[src/rtl/alu_seq_pkg.sv]
// Shared opcode, FSM state and instruction-field types for the sequenced ALU controller.
package alu_seq_pkg;

  typedef enum logic [2:0] {
    OP_ADD = 3'd0,
    OP_SUB = 3'd1,
    OP_AND = 3'd2,
    OP_OR  = 3'd3,
    OP_EOR = 3'd4,
    OP_BIC = 3'd5,
    OP_RSB = 3'd6,
    OP_BEQ = 3'd7
  } alu_op_t;

  typedef enum logic [1:0] {
    ST_IDLE = 2'd0,
    ST_EXEC = 2'd1,
    ST_RESP = 2'd2
  } state_t;

  // rb is taken from imm[1:0] when use_imm is clear.
  typedef struct packed {
    alu_op_t    op;
    logic [1:0] rd;
    logic [1:0] ra;
    logic       use_imm;
    logic [7:0] imm;
  } instr_t;

endpackage

[src/rtl/alu_seq_regfile.sv]
// 4x8 operand register file: two combinational read ports, one write port, sync reset to REG_INIT.
module alu_seq_regfile #(
  parameter logic [7:0] REG_INIT = 8'h00
) (
  input  logic       clk,
  input  logic       rst,
  input  logic [1:0] i_ra_addr,
  input  logic [1:0] i_rb_addr,
  output logic [7:0] o_ra_dat,
  output logic [7:0] o_rb_dat,
  input  logic       i_wr_en,
  input  logic [1:0] i_wr_addr,
  input  logic [7:0] i_wr_dat
);

  logic [7:0] r_mem [4];

  always_ff @(posedge clk) begin
    if (rst) begin
      for (int i = 0; i < 4; i++) r_mem[i] <= REG_INIT;
    end else if (i_wr_en) begin
      r_mem[i_wr_addr] <= i_wr_dat;
    end
  end

  assign o_ra_dat = r_mem[i_ra_addr];
  assign o_rb_dat = r_mem[i_rb_addr];

endmodule

[src/rtl/alu_seq_ctrl.sv]
// Sequences one instruction at a time through an external ALU: accept -> EXEC -> RESP, result valid 2 cycles after accept,
// held until res_ready; no new accept until RESP completes. ALU_SEQ_ZFLAG_EN adds the res_zero output.
module alu_seq_ctrl
  import alu_seq_pkg::*;
#(
  parameter logic [7:0] REG_INIT = 8'h00
) (
  input  logic        clk,
  input  logic        rst,
  input  logic        in_valid,
  output logic        in_ready,
  input  logic [15:0] in_instr,
  output logic [7:0]  alu_a,
  output logic [7:0]  alu_b,
  output logic [2:0]  alu_ctrl,
  input  logic [7:0]  alu_out,
  input  logic        alu_eq,
  output logic        res_valid,
  input  logic        res_ready,
  output logic [7:0]  res_data,
  output logic        res_eq
`ifdef ALU_SEQ_ZFLAG_EN
  ,
  output logic        res_zero
`endif
);

  state_t     r_state;
  state_t     w_next_state;
  instr_t     r_instr;
  logic [7:0] r_res_data;
  logic       r_res_eq;
  logic       w_wr_en;
  logic [7:0] w_ra_dat;
  logic [7:0] w_rb_dat;

  alu_seq_regfile #(
    .REG_INIT (REG_INIT)
  ) u_regfile (
    .clk       (clk),
    .rst       (rst),
    .i_ra_addr (r_instr.ra),
    .i_rb_addr (r_instr.imm[1:0]),
    .o_ra_dat  (w_ra_dat),
    .o_rb_dat  (w_rb_dat),
    .i_wr_en   (w_wr_en),
    .i_wr_addr (r_instr.rd),
    .i_wr_dat  (alu_out)
  );

  always_ff @(posedge clk) begin
    if (rst) r_state <= ST_IDLE;
    else     r_state <= w_next_state;
  end

  always_comb begin
    w_next_state = r_state;
    in_ready     = 1'b0;
    res_valid    = 1'b0;
    alu_a        = 8'h00;
    alu_b        = 8'h00;
    alu_ctrl     = 3'd0;
    w_wr_en      = 1'b0;
    case (r_state)
      ST_IDLE: begin
        in_ready = 1'b1;
        if (in_valid) w_next_state = ST_EXEC;
      end
      ST_EXEC: begin
        alu_ctrl     = r_instr.op;
        alu_a        = w_ra_dat;
        alu_b        = r_instr.use_imm ? r_instr.imm : w_rb_dat;
        w_wr_en      = (r_instr.op != OP_BEQ);
        w_next_state = ST_RESP;
      end
      ST_RESP: begin
        res_valid = 1'b1;
        if (res_ready) w_next_state = ST_IDLE;
      end
      default: w_next_state = ST_IDLE;
    endcase
  end

  // Operands are read combinationally in EXEC, so the same-edge write to rd never affects them.
  always_ff @(posedge clk) begin
    if (rst) begin
      r_instr    <= '0;
      r_res_data <= 8'h00;
      r_res_eq   <= 1'b0;
    end else begin
      if (in_valid && in_ready) r_instr <= instr_t'(in_instr);
      if (r_state == ST_EXEC) begin
        if (r_instr.op == OP_BEQ) r_res_eq   <= alu_eq;
        else                      r_res_data <= alu_out;
      end
    end
  end

  assign res_data = r_res_data;
  assign res_eq   = r_res_eq;

`ifdef ALU_SEQ_ZFLAG_EN
  logic r_res_zero;

  always_ff @(posedge clk) begin
    if (rst)          r_res_zero <= 1'b0;
    else if (w_wr_en) r_res_zero <= (alu_out == 8'h00);
  end

  assign res_zero = r_res_zero;
`endif

endmodule

[config.mk]
export PLATFORM = sky130hd
export DESIGN_NAME = alu_seq_ctrl
export DESIGN_NICKNAME = d
export VERILOG_FILES = /design/src/rtl/alu_seq_pkg.sv /design/src/rtl/alu_seq_regfile.sv /design/src/rtl/alu_seq_ctrl.sv
export SDC_FILE = /design/constraint.sdc
export NUM_CORES = 1
export LEC_CHECK = 0
export CORE_UTILIZATION = 44
export CTS_CLUSTER_SIZE = 14
export DETAILED_ROUTE_END_ITERATION = 8
export PLACE_DENSITY = 0.7
export SYNTH_ARGS = -nofsm -noshare
export SYNTH_HDL_FRONTEND = slang
export SYNTH_SLANG_ARGS = --single-unit
[constraint.sdc]
create_clock -name clk -period 1.7 [get_ports clk]
set_input_delay 0.425 -clock clk [delete_from_list [all_inputs] [get_ports clk]]
set_output_delay 0.425 -clock clk [all_outputs]
set_load 0.01 [all_outputs]
== After elaboration in Yosys (flattened, before gate mapping) ==
Memory sizes are Yosys's and may differ from the RTL's. A register that Yosys moved wholly into a read port is not among the register bits.
Index checks and enable logic that the tools add are counted.

* Output and inout port bits: 30
* Word-level logic and storage cells: 44
* Memory bits (writable): 32
* Memories kept: 1
* Flip-flop bits (word level): 27

* Reduce and logical (&&, ||, !) cells: 6
* Mux-type cells: 22
* Bitwise gates (word level): 1
* Eq/ne operators: 6

{| class="wikitable"
|+ Memories
! name !! depth !! bits a word !! read ports !! clocked after memory_dff !! wr ports !! line !! RTL
|-
| u_regfile.r_mem || 4 || 8 || 2 || 2 || 4 || alu_seq_regfile.sv:16 || <nowiki>logic [7:0] r_mem [4];</nowiki>
|}

{| class="wikitable"
|+ Operators by type and width
! kind !! number
|-
| 8-bit 2-to-1 mux || 4
|-
| 2-bit 2-to-1 mux || 7
|-
| 1-bit 2-to-1 mux || 9
|-
| 8-bit OR reduction || 1
|-
| 2-bit one-hot mux with 3 select lines || 1
|-
| 2-bit AND reduction || 3
|-
| 2-bit inequality test (second input constant) || 2
|-
| 3-bit == test (second input constant) || 1
|-
| 3-bit 2-to-1 mux || 1
|-
| 3-bit inequality test (second input constant) || 1
|-
| 2-bit by 1-bit == test with 1-bit output (second input constant) || 1
|-
| 2-bit == test (second input constant) || 1
|-
| 2-bit logical NOT || 1
|-
| 1-bit logical AND || 1
|-
| 1-bit inverter || 1
|}

== Longest topological paths before layout ==
* Depth in word-level cells: 7
* Gate-level depth with buffers: 5

== Hierarchy ==
Synthesis repeated with hierarchy kept, for this count alone.

* Cell total of the unflattened synthesis: 230
* Area, all modules: 2931.6 sq um

{| class="wikitable"
|+ By module, submodules not included
! module !! cells each !! sequential area each (sq um) !! area an instance (sq um) !! instances
|-
| alu_seq_regfile || 95 || 960.9 || 1654.1 || 1
|-
| alu_seq_ctrl || 135 || 540.5 || 1277.5 || 1
|}

== Least setup slack after synthesis ==
No wires, ideal clock.

* Path type: input to register
* Start: in rst
* End: mem u_regfile.r_mem[1][0] (enable)
* Data arrival time: 1.415 ns
* Path slack: -0.024 ns
* Path buffers: 0
* Library setup time: 0.309 ns
* Stages on the path: 3
* Data required time: 1.391 ns
* Cell sequence: or3b_4 > nor4b_4 > or2_2

{| class="wikitable"
|+ RTL lines
! item !! line !! RTL
|-
| from (decl) || alu_seq_ctrl.sv:9 || <nowiki>input logic rst,</nowiki>
|-
| to (decl) || alu_seq_regfile.sv:16 ||
|}

==> out/qor.yml <==
timing:
  setup_viol: 16
  layout_setup_ws_ps: -370.8
  final.min_clock_period_ps: 2071
  min_period_over_period: 1.218
  fmax_ghz: 0.4829
  fin_skew_ps: 10.39
  max_slew.worst_pin.slew_ps: 296.3
  hold_viol: 0
  rsz0062_at_grt: "true"
  finalMaxSlewViolations: 0
  relSlewSlack: 0.8025
  tns_ps: -5103
global_routing:
  grt_util_all_layers: 0.1784
  grt_pass1_vias: 1788
  grt_overflow: 0
  grt_max_degree: 24
  antenna_found_initial: 0
  grt_pass1_wl_mm: 8.714
status:
  status: "complete, but fails checks"
  violations: "setup timing"
detailed_routing:
  topRoutingLayerUsed: "met4"
  drc: 0
  postRouteAntennaNets: 0
  drtPass1Iterations: 4
  wl_met1_mm: 2.626
  wl_met2_mm: 2.480
  finalWirelength_mm: 5.534
  vias_per_cell: 4.987
  routed-wl-met3_microns: 319
  wl_per_cell_microns: 14.76
  vias: 1870
  drt_iter0_drc: 133
setup_path:
  crit_fanout: 8
  crit_type: "reg -> out"
  required_ps: 1270
  critPathCaptureType: "output port"
  cp_data_arrival_time_ps: 1650
  worst_setup_path_start_kind: "flip-flop"
  critPathMaxStageDelay_ps: 500
  cp_top_family: "multiplexers"
  crit_slowest_cell: "mux4_2"
  path_cells: "buf_12 > mux4_2 > mux2i_1 > nor2_1 > buf_2"
  path_buf_inv: 2
clocking:
  cts_tree: "built"
  path_clk_slew_ps: 70
  clock_latency_ps: 340
  cts-root-buf: "clkbuf_8"
  cts_setup_buffers: 0
  cts_buffer_depth: 2
  cts_htree_levels: 3
  cts_hold_buf: 0
  cts_buffers: 9
  clock-sinks: 63
synth:
  netlist_top_cells_area: "edfxtp_1 (33%), dfxtp_1 (22%), mux4_2 (13%)"
  synth_common_cells: "and2_1 (43), edfxtp_1 (32), dfxtp_1 (31), nor2_1 (25), mux2i_1 (24)"
  syn_area_per_cell_sq_um: 13.41
  yosysSeqAreaShare: 0.5512
  synth_most_common_cell: "and2_1"
  synthesis.instances: 214
  syn_nets: 243
  netlist.area_leader.share: 0.3349
  ys_ff_latch: 63
  synth-edff-count: 32
  synth-async-reset-ratio: 0
  ys.flop_type: "edfxtp_1"
  synth.distinct_cells: 26
  synth_top_area_cell: "edfxtp_1"
  synth_warnings: 0
  synth_area_sq_um: 2869
place:
  dp_hpwl_mm: 4.132
  gp_congestion: 0.7107
  portBuffers: 58
power_and_ir_drop:
  p_sw_frac: 0.2354
  power_frac_comb: 0.140
  peakVddDrop_mv: 0.7713
  power_per_cell_area_nw_per_um2: 899.1
  clkPwrFrac: 0.357
  p_leak_nw: 1.516
  power_mw: 3.469
  pwr-share-seq: 0.503
  internal_power_mw: 2.653
  p_sw_mw: 0.8168
layout:
  antenna_cells: 0
  areaGrowthSynthToFinish_pct: 34.50
  drive_gt1_frac: 0.3087
  fillers: 501
  fin_nets: 322
flow_run:
  cap_violations: 0
floorplanning:
  rows: 29
  die_area_sq_um: 6848
  pin_count: 59
  die_y_microns: 82.75
  core_area_sq_um: 6314
  initial_utilization: 0.4544
  die_w_microns: 82.75
hold_path:
  min_path_type: "reg -> reg"
cells in the final DEF (no fill, tap or decap), drive strengths merged, types with 3 or more instances in the layout:
cell type	netlist	routed
and2	43	43
a21oi	4	4
a22o	8	8
or2	3	3
mux2i	24	24
clkinv	0	5
nor2	26	26
clkbuf	6	11
mux4	16	16
buf	6	41
edfxtp	32	32
clkdlybuf4s50	0	36
dfxtp	31	31
power groups by stage:
stage          clock network [mW]  registers, mW  logic (mW)
2_1_floorplan                   0           1.76       0.270
3_3_place_gp                    0           1.77       0.492
3_5_place_dp                    0           1.77       0.500
4_1_cts                      1.27           1.74       0.491
5_1_grt                      1.34           1.76       0.529
6_report                     1.24           1.75       0.487
what timing repair did:
item | in CTS | in global routing
setup endpoints to repair | 41 | 28
pin swaps | 11 | 3
resized for setup | 91 | 6
area by class of cell:
type	count	area, sq um	share of cell area
sequential	63	1587	0.4112
multi-input combinational	139	1265	0.3278
timing repair buffer	80	721.9	0.1871
clock buffer	10	127.6	0.03307
tap	77	96.34	0.02497
clock inverter	6	61.31	0.01589
stage by stage:
step / instances / hold slack (ps) / util / setup WS, ps / instance area (sq um)
floorplan: 214 / 460.1 / - / 3.018 / 2878
global placement: 359 / 458.7 / 0.5890 / -387.9 / 3719
detailed placement: 359 / 453.1 / 0.5890 / -409.9 / 3719
CTS: 375 / 482.0 / 0.6092 / -393.9 / 3846
global route: 375 / 496.9 / 0.6112 / -467.4 / 3859
finish: 375 / 475.0 / 0.6112 / -370.8 / 3859
registers in the layout (all words and copies together), names as in the netlist, named ones only:
signal           count
u_regfile.r_mem     32
res_eq               1
r_instr             16
res_data             8
r_state              2
per-layer routing:
| metal | vias to the layer above | global-route usage |
|---|---|---|
| li1 | 938 | - |
| met1 | 864 | 0.2416 |
| met2 | 60 | 0.2639 |
| met3 | 8 | 0.05495 |
| met4 | 0 | 0.07759 |
| met5 | - | 0 |
cell families (layout without fill, tap and decap cells):
| group | after synthesis | after routing | share of synthesized area |
|---|---|---|---|
| buffers and inverters | 12 | 96 | 0.01962 |
| AOI/OAI and AO/OA | 13 | 13 | 0.03314 |
| DFF | 63 | 63 | 0.5512 |
| muxes | 40 | 40 | 0.2093 |
| and+or+nand+nor | 86 | 86 | 0.1867 |
final timing paths:
| check | start | end | slack (ps) | depth (start not counted) |
|---|---|---|---|---|
| worst min-delay path | res_data[7] | res_data[7] | 470 | 1 |
| worst min register to register | res_data[7] | res_data[7] | 470 | 1 |
| worst max-delay path | flip-flop | alu_b[0] | -370 | 5 |
| worst max register to register | r_state[1] | u_regfile.r_mem[1][1] | 40 | 4 |
Power figures use the tool's default switching activity.
